--- src/rtl/alu_mul_sequencer.sv ---
// alu_mul_sequencer: low-word 32x32 multiply (RV32M MUL) done by shift-and-add
// on the shared execute-stage ALU. The core stalls while busy_o is high and
// lends the ALU to this block; the result comes back combinationally on
// alu_result_i in the same cycle.
// Optional feature: define MUL_EARLY_TERM_EN to stop as soon as the remaining
// multiplier bits are all zero (including an immediate finish for a zero
// multiplier). Without it every operand takes the full WIDTH iterations.
module alu_mul_sequencer #(
   parameter int         WIDTH  = 32,
   parameter logic [3:0] OP_ADD = 4'b0000,
   parameter logic [3:0] OP_SLL = 4'b0110
) (
   input  logic             clk,
   input  logic             reset,
   input  logic             start_i,
   input  logic [WIDTH-1:0] multiplicand_i,
   input  logic [WIDTH-1:0] multiplier_i,
   output logic             busy_o,
   output logic             done_o,
   output logic [WIDTH-1:0] product_o,
   output logic [3:0]       alu_op_o,
   output logic [WIDTH-1:0] alu_a_o,
   output logic [WIDTH-1:0] alu_b_o,
   input  logic [WIDTH-1:0] alu_result_i
);

   typedef enum logic [1:0] {
      IDLE  = 2'd0,
      BIT   = 2'd1,
      SHIFT = 2'd2,
      DONE  = 2'd3
   } state_t;

   state_t           state;
   logic [WIDTH-1:0] mcand;
   logic [WIDTH-1:0] mplier;
   logic [WIDTH-1:0] acc;
   logic [5:0]       count;

   logic do_add;    // BIT cycle with a set multiplier bit: acc += mcand
   logic do_shift;  // shift action: mcand <<= 1, mplier >>= 1, count++
   logic finish;    // the current shift action is the last one

   // Decode this cycle's ALU use from the registered state. The ALU is
   // combinational, so operands must come from current registers, not a
   // next-state register; zero multiplier bits fold the shift into BIT.
   always_comb begin
      do_add   = (state == BIT) && mplier[0];
      do_shift = (state == SHIFT) || ((state == BIT) && !mplier[0]);
      alu_op_o = OP_ADD;
      alu_a_o  = '0;
      alu_b_o  = '0;
      if (do_add) begin
         alu_op_o = OP_ADD;
         alu_a_o  = acc;
         alu_b_o  = mcand;
      end else if (do_shift) begin
         alu_op_o = OP_SLL;
         alu_a_o  = mcand;
         alu_b_o  = WIDTH'(1);
      end
`ifdef MUL_EARLY_TERM_EN
      finish = (count == 6'(WIDTH-1)) || ((mplier >> 1) == '0);
`else
      finish = (count == 6'(WIDTH-1));
`endif
   end

   // Sequencer FSM with registered busy/done/product.
   always_ff @(posedge clk or posedge reset) begin
      if (reset) begin
         state     <= IDLE;
         mcand     <= '0;
         mplier    <= '0;
         acc       <= '0;
         count     <= '0;
         busy_o    <= 1'b0;
         done_o    <= 1'b0;
         product_o <= '0;
      end else begin
         case (state)
            IDLE: begin
               if (start_i) begin
                  mcand  <= multiplicand_i;
                  mplier <= multiplier_i;
                  acc    <= '0;
                  count  <= '0;
                  busy_o <= 1'b1;
`ifdef MUL_EARLY_TERM_EN
                  if (multiplier_i == '0) begin
                     state     <= DONE;
                     product_o <= '0;
                     done_o    <= 1'b1;
                  end else begin
                     state <= BIT;
                  end
`else
                  state <= BIT;
`endif
               end
            end
            DONE: begin
               // start_i is deliberately not looked at here; a new request
               // can only be accepted from IDLE
               state  <= IDLE;
               busy_o <= 1'b0;
               done_o <= 1'b0;
            end
            default: begin
               if (do_add) begin
                  acc   <= alu_result_i;
                  state <= SHIFT;
               end else if (do_shift) begin
                  mcand  <= alu_result_i;
                  mplier <= mplier >> 1;
                  count  <= count + 6'd1;
                  if (finish) begin
                     // acc already holds the final sum: any add for this
                     // bit happened in the preceding BIT cycle
                     state     <= DONE;
                     product_o <= acc;
                     done_o    <= 1'b1;
                  end else begin
                     state <= BIT;
                  end
               end
            end
         endcase
      end
   end

endmodule

--- config.mk ---
export PLATFORM = sky130hd
export DESIGN_NAME = alu_mul_sequencer
export DESIGN_NICKNAME = d
export VERILOG_FILES = /design/src/rtl/alu_mul_sequencer.sv
export SDC_FILE = /design/constraint.sdc
export NUM_CORES = 1
export LEC_CHECK = 0
export BUFFER_PORTS_ARGS = -buffer_cell sky130_fd_sc_hd__buf_4
export CAP_MARGIN = 10
export CORE_ASPECT_RATIO = 1.75
export CORE_UTILIZATION = 45
export CTS_BUF_LIST = sky130_fd_sc_hd__clkbuf_8
export CTS_CLUSTER_SIZE = 16
export DETAILED_ROUTE_END_ITERATION = 16
export PLACE_DENSITY = 0.76
export SKIP_CTS_REPAIR_TIMING = 1
export SYNTH_ARGS = -nofsm -noshare
export SYNTH_HDL_FRONTEND = slang
export SYNTH_SLANG_ARGS = --single-unit
--- constraint.sdc ---
create_clock -name clk -period 4.1 [get_ports clk]
set_input_delay 0.615 -clock clk [delete_from_list [all_inputs] [get_ports clk]]
set_output_delay 0.615 -clock clk [all_outputs]
set_load 0.05 [all_outputs]
---- After elaboration in Yosys (flattened, before gate mapping) ----
Index checks and enable logic that the tools add are counted.
operators by class
  reduce and logical (&&, ||, !) cells .... 18
  multiplexer cells ....................... 32
  add/sub/neg operators ................... 1
  equality and inequality tests ........... 7
  bitwise logic cells ..................... 4
operator list
  operator                                             number
  2-to-1 mux 32 bit                                    11
  case mux 32 bit (2 select lines)                     3
  2-to-1 mux 6 bit                                     3
  case mux 6 bit (2 select lines)                      1
  AND reduction 4 bit                                  3
  nonzero test 2 bit                                   5
  2-to-1 mux 2 bit                                     4
  adder 6 x 1 -> 6 bit, second input constant          1
  equality test 6 x 5 -> 1 bit, second input constant  1
  2-to-1 mux 1 bit                                     5
  equality test 2 bit, second input constant           2
  2-to-1 mux 4 bit                                     1
  != test 2 x 1 -> 1 bit, second input constant        2
  inverter 1 bit                                       4
  case mux 1 bit (2 select lines)                      2
  case mux 2 bit (2 select lines)                      1
  AND reduction 2 bit                                  2
  nonzero test 4 bit                                   1
  2-to-1 mux 3 bit                                     1
  AND reduction 3 bit                                  1
  equality test 2 x 1 -> 1 bit, second input constant  1
  logical AND 1 bit                                    2
  zero test 2 bit                                      1
  != test 2 bit, second input constant                 1
  other kinds (3)                                      3
word-level totals
  bits of input ports ..................... 99
  output and inout bits ................... 102
  register bits ........................... 138

---- Logic depth before layout (Yosys ltp) ----
  depth in word-level cells ............... 6
  depth in mapped cells ................... 10
  depth with buffers taken out ............ 6

---- Least setup slack after synthesis ----
Ideal clock, no wire load.
  path kind ............................... reg2out
  start point ............................. reg state[1]
  end point ............................... out alu_a_o[22]
  buffers on the path ..................... 3
  cell stages (with the launch flop) ...... 9
  path slack .............................. 1099 ps
  data required time ...................... 3485 ps
  arrival ................................. 2386 ps
  cell sequence ........................... dfrtp_1 inv_1 ha_1 buf_6 nor2b_2 or2_1 buf_6 clkbuf_1 a22o_1
on the way
  word-level cells in the longest chain between the ends .. 5
ends and longest elaborated chain
  what                          line    source
  from (decl)                   34      state_t state;
  from (signal assigned)        72      state <= IDLE;
  from (signal assigned)        98      state <= BIT;
  from (signal assigned)        105     state <= IDLE;
  equality test 2 x 1 -> 1 bit  48, 49
  logical AND 1 bit             49      do_shift = (state == SHIFT) || ((state == BIT) && !mplier[0]);
  logical OR 1 bit              49
  2-to-1 mux 32 bit             57      end else if (do_shift) begin
  2-to-1 mux 32 bit (*)         53      if (do_add) begin
  to (decl)                     22      output logic [WIDTH-1:0] alu_a_o,
Every way passes the cells marked *; elsewhere a longest branch is shown, timed or not.

---- Worst setup path in the final report ----
  start point ............................. reg state[0]
  end point ............................... out alu_a_o[28]
The elaborated chain is that of the path after synthesis.

==> reports/results.tsv <==
stage	metric	value	unit
status	status	completed	
clocking	cts_num_sinks	138	
critical_path	cp_max_fo	24	
detailed_routing	wire_per_inst	18.74	µm
clocking	cts_tree	done	
detailed_routing	dr_total_vias	5242	
sta	clock.fmax	285.1	MHz
place	gp_congestion	0.8398	
flow_run	cap_violations	0	
detailed_routing	drc	0	
clocking	max-clock-path-buffers	2	
grt	grt_pass1_vias	5346	
critical_path	critical_path_class	reg2out	
synthesis	synth-seq-cells	138	
cells_and_area	layout-drive-gt1-share	36.02	%
synthesis	synth_top_cell_by_area	dfrtp_1	
critical_path	reg2reg_to	product_o[11]	
hold_path	min_path_type	in2async	
pwr	ir_drop	578.2	µV
place	place_hpwl	12.31	mm
critical_path	setup.worst_path.end_class	output port	
critical_path	required	3.48	ns
cells_and_area	syn_to_final_growth	30.54	%
synthesis	avgSynthCellArea	11.36	µm²
place	place_ws	1.117	ns
sta	finalSetupTns	0	ns
pwr	p_leak	4.397	nW
grt	gr-usage-met2	41.61	%
pwr	power_density	798.6	mW/mm²
synthesis	async_flop_share	100.0	%
synthesis	yosys_warnings	0	
grt	grt.overflow.total	0	
sta	tightest_slew	0.9932	ns
grt	grtUsageMet3	5.618	%
cells_and_area	antenna_cells	0	
floorplan	die_width	93.39	µm
clocking	root_buffer	clkbuf_8	
grt	top_usage_layer	met2	
synthesis	syn-cell-area	0.006576	mm²
floorplan	dieArea	0.01512	mm²
sta	period_share	85.55	%
clocking	clock_latency	0.46	ns
clocking	htree_levels	4	
place	numPortBuffers	198	
synthesis	ys.flop_type	dfrtp_1	
sta	rsz0062_at_grt	no	
critical_path	arrival	2.89	ns
synthesis	ys_top_cells_by_count	dfrtp_1, nand2_1, o21ai_0	
cells_and_area	finalNetCount	860	
detailed_routing	ant_nets	0	
sta	skew	0.01779	ns
critical_path	cp-start-kind	flop	
pwr	power	0.006855	W
clocking	cts-buffers-inserted	17	
detailed_routing	via_per_inst	5.524	
synthesis	ys_seq_area_share	52.51	%
grt	grt_util_met1	27.43	%
floorplan	io_pins	201	
grt	antenna_found_initial	0	
grt	grt_max_degree	139	
critical_path	r2r_setup_slack	1.20	ns
critical_path	r2r_start	state[0]	
detailed_routing	wirelength	17.79	mm
sta	fin_ws	0.5924	ns
floorplan	rows	58	
synthesis	synth_top_area_share	52.51	%
sta	setup_viol	0	
sta	period_minus_slack	3.508	ns
sta	hold_viol_final	0	
cells_and_area	final_core_util	60.05	%
detailed_routing	dr.first_iter.drc_count	371	
synthesis	synth-edff-count	0	
floorplan	dieHeight	161.9	µm
grt	grt_pass1_wl	27.72	mm
synthesis	yosysMostFrequentCell	dfrtp_1	
synthesis	synth.distinct_cells	32	
grt	grt_usage	24.05	%
detailed_routing	drt_pre_antenna_iters	4	
critical_path	worstRegToRegCells	7	
sta	slew_headroom	33.79	%
synthesis	yosys-top-cells-area	dfrtp_1, mux2i_1, a22o_1	
floorplan	fp.coreArea	0.01430	mm²
sta	slew_violations	0	
floorplan	start_util	46.00	%
clocking	clk_pin_slew	0.10	ns
synthesis	syn_inst	579	
## routing by layer
metal / vias to the layer above / part of all wire, %
met5: - / 0
met4: 0 / 4.4
met2: 177 / 53
li1: 2432 / -
met1: 2585 / 38
met3: 48 / 4.9
## critical path, cell delays in order, from the launching register on
cell and delay [ns]:
dfrtp_1 0.41, inv_1 0.14, ha_1 0.19, nor2b_2 0.34, or2_1 0.55, buf_4 0.41
a22o_1 0.19, buf_4 0.20
## report_power, final
| group | switching (W) | internal, W |
|---|---|---|
| clock network | 0.000580 | 0.000572 |
| logic | 0.00239 | 0.00122 |
| registers | 0.000303 | 0.00179 |
| total | 0.00327 | 0.00358 |
## worst max path at each step
stage	from	to	slack, ns	depth (start not counted)
after floorplan	state[1]	alu_a_o[22]	1.10	8
after global placement	state[0]	alu_a_o[26]	1.21	7
after detailed placement	state[0]	alu_a_o[11]	1.12	7
after CTS	state[0]	alu_a_o[11]	0.61	7
after global routing	state[0]	alu_a_o[21]	0.42	7
final	state[0]	alu_a_o[28]	0.59	7
## final cells by class
| class | instances | area, µm² |
|---|---|---|
| timing repair buffer | 209 | 1594 |
| clock buffer | 18 | 247.7 |
| multi-input combinational | 385 | 2879 |
| sequential | 138 | 3453 |
| inverter | 5 | 22.52 |
| tap | 180 | 225.2 |
| clock inverter | 14 | 162.7 |
| fill | 1150 | 5712 |
## placed cells by master (no fill, tap or decap), drive strengths merged
cell	Yosys	final
a21oi	3	3
a22o	64	64
a31oi	3	3
and2	1	1
and3	32	32
buf	22	209
bufinv	0	2
clkbuf	30	18
clkinv	0	3
clkinvlp	0	3
conb	1	2
dfrtp	138	138
ha	5	5
inv	5	11
mux2	32	32
mux2i	68	68
nand2	77	77
nand2b	1	1
nand4b	1	1
nor2	9	9
nor2b	4	4
nor3	1	1
nor3b	2	2
o2111ai	3	3
o211ai	1	1
o21ai	74	74
o311ai	1	1
or2	1	1
## registers in the layout, summed over array words and instances, names as in the netlist
name       flops
count          6
done_o         1
busy_o         1
state          2
product_o     32
mcand         32
mplier        32
acc           32
## kinds of logic after synthesis
| group | after synthesis | synth area share [%] |
|---|---|---|
| AOI/OAI and AO/OA | 149 | 15.32 |
| adders and majority gates | 5 | 0.9513 |
| buffers and inverters | 57 | 4.300 |
| DFF | 138 | 52.51 |
| muxes | 100 | 17.54 |
| other | 1 | 0.05702 |
| and+or+nand+nor | 129 | 9.323 |
## through the flow
step	instances	cell area [µm²]	hold WS [ns]
final	949	8584	0.2867
after global placement	917	8174	0.4624
after global routing	949	8584	0.3630
after detailed placement	917	8174	0.4708
after CTS	949	8584	0.3699
after floorplan	580	6584	0.4492
Power figures use the tool's default switching activity.
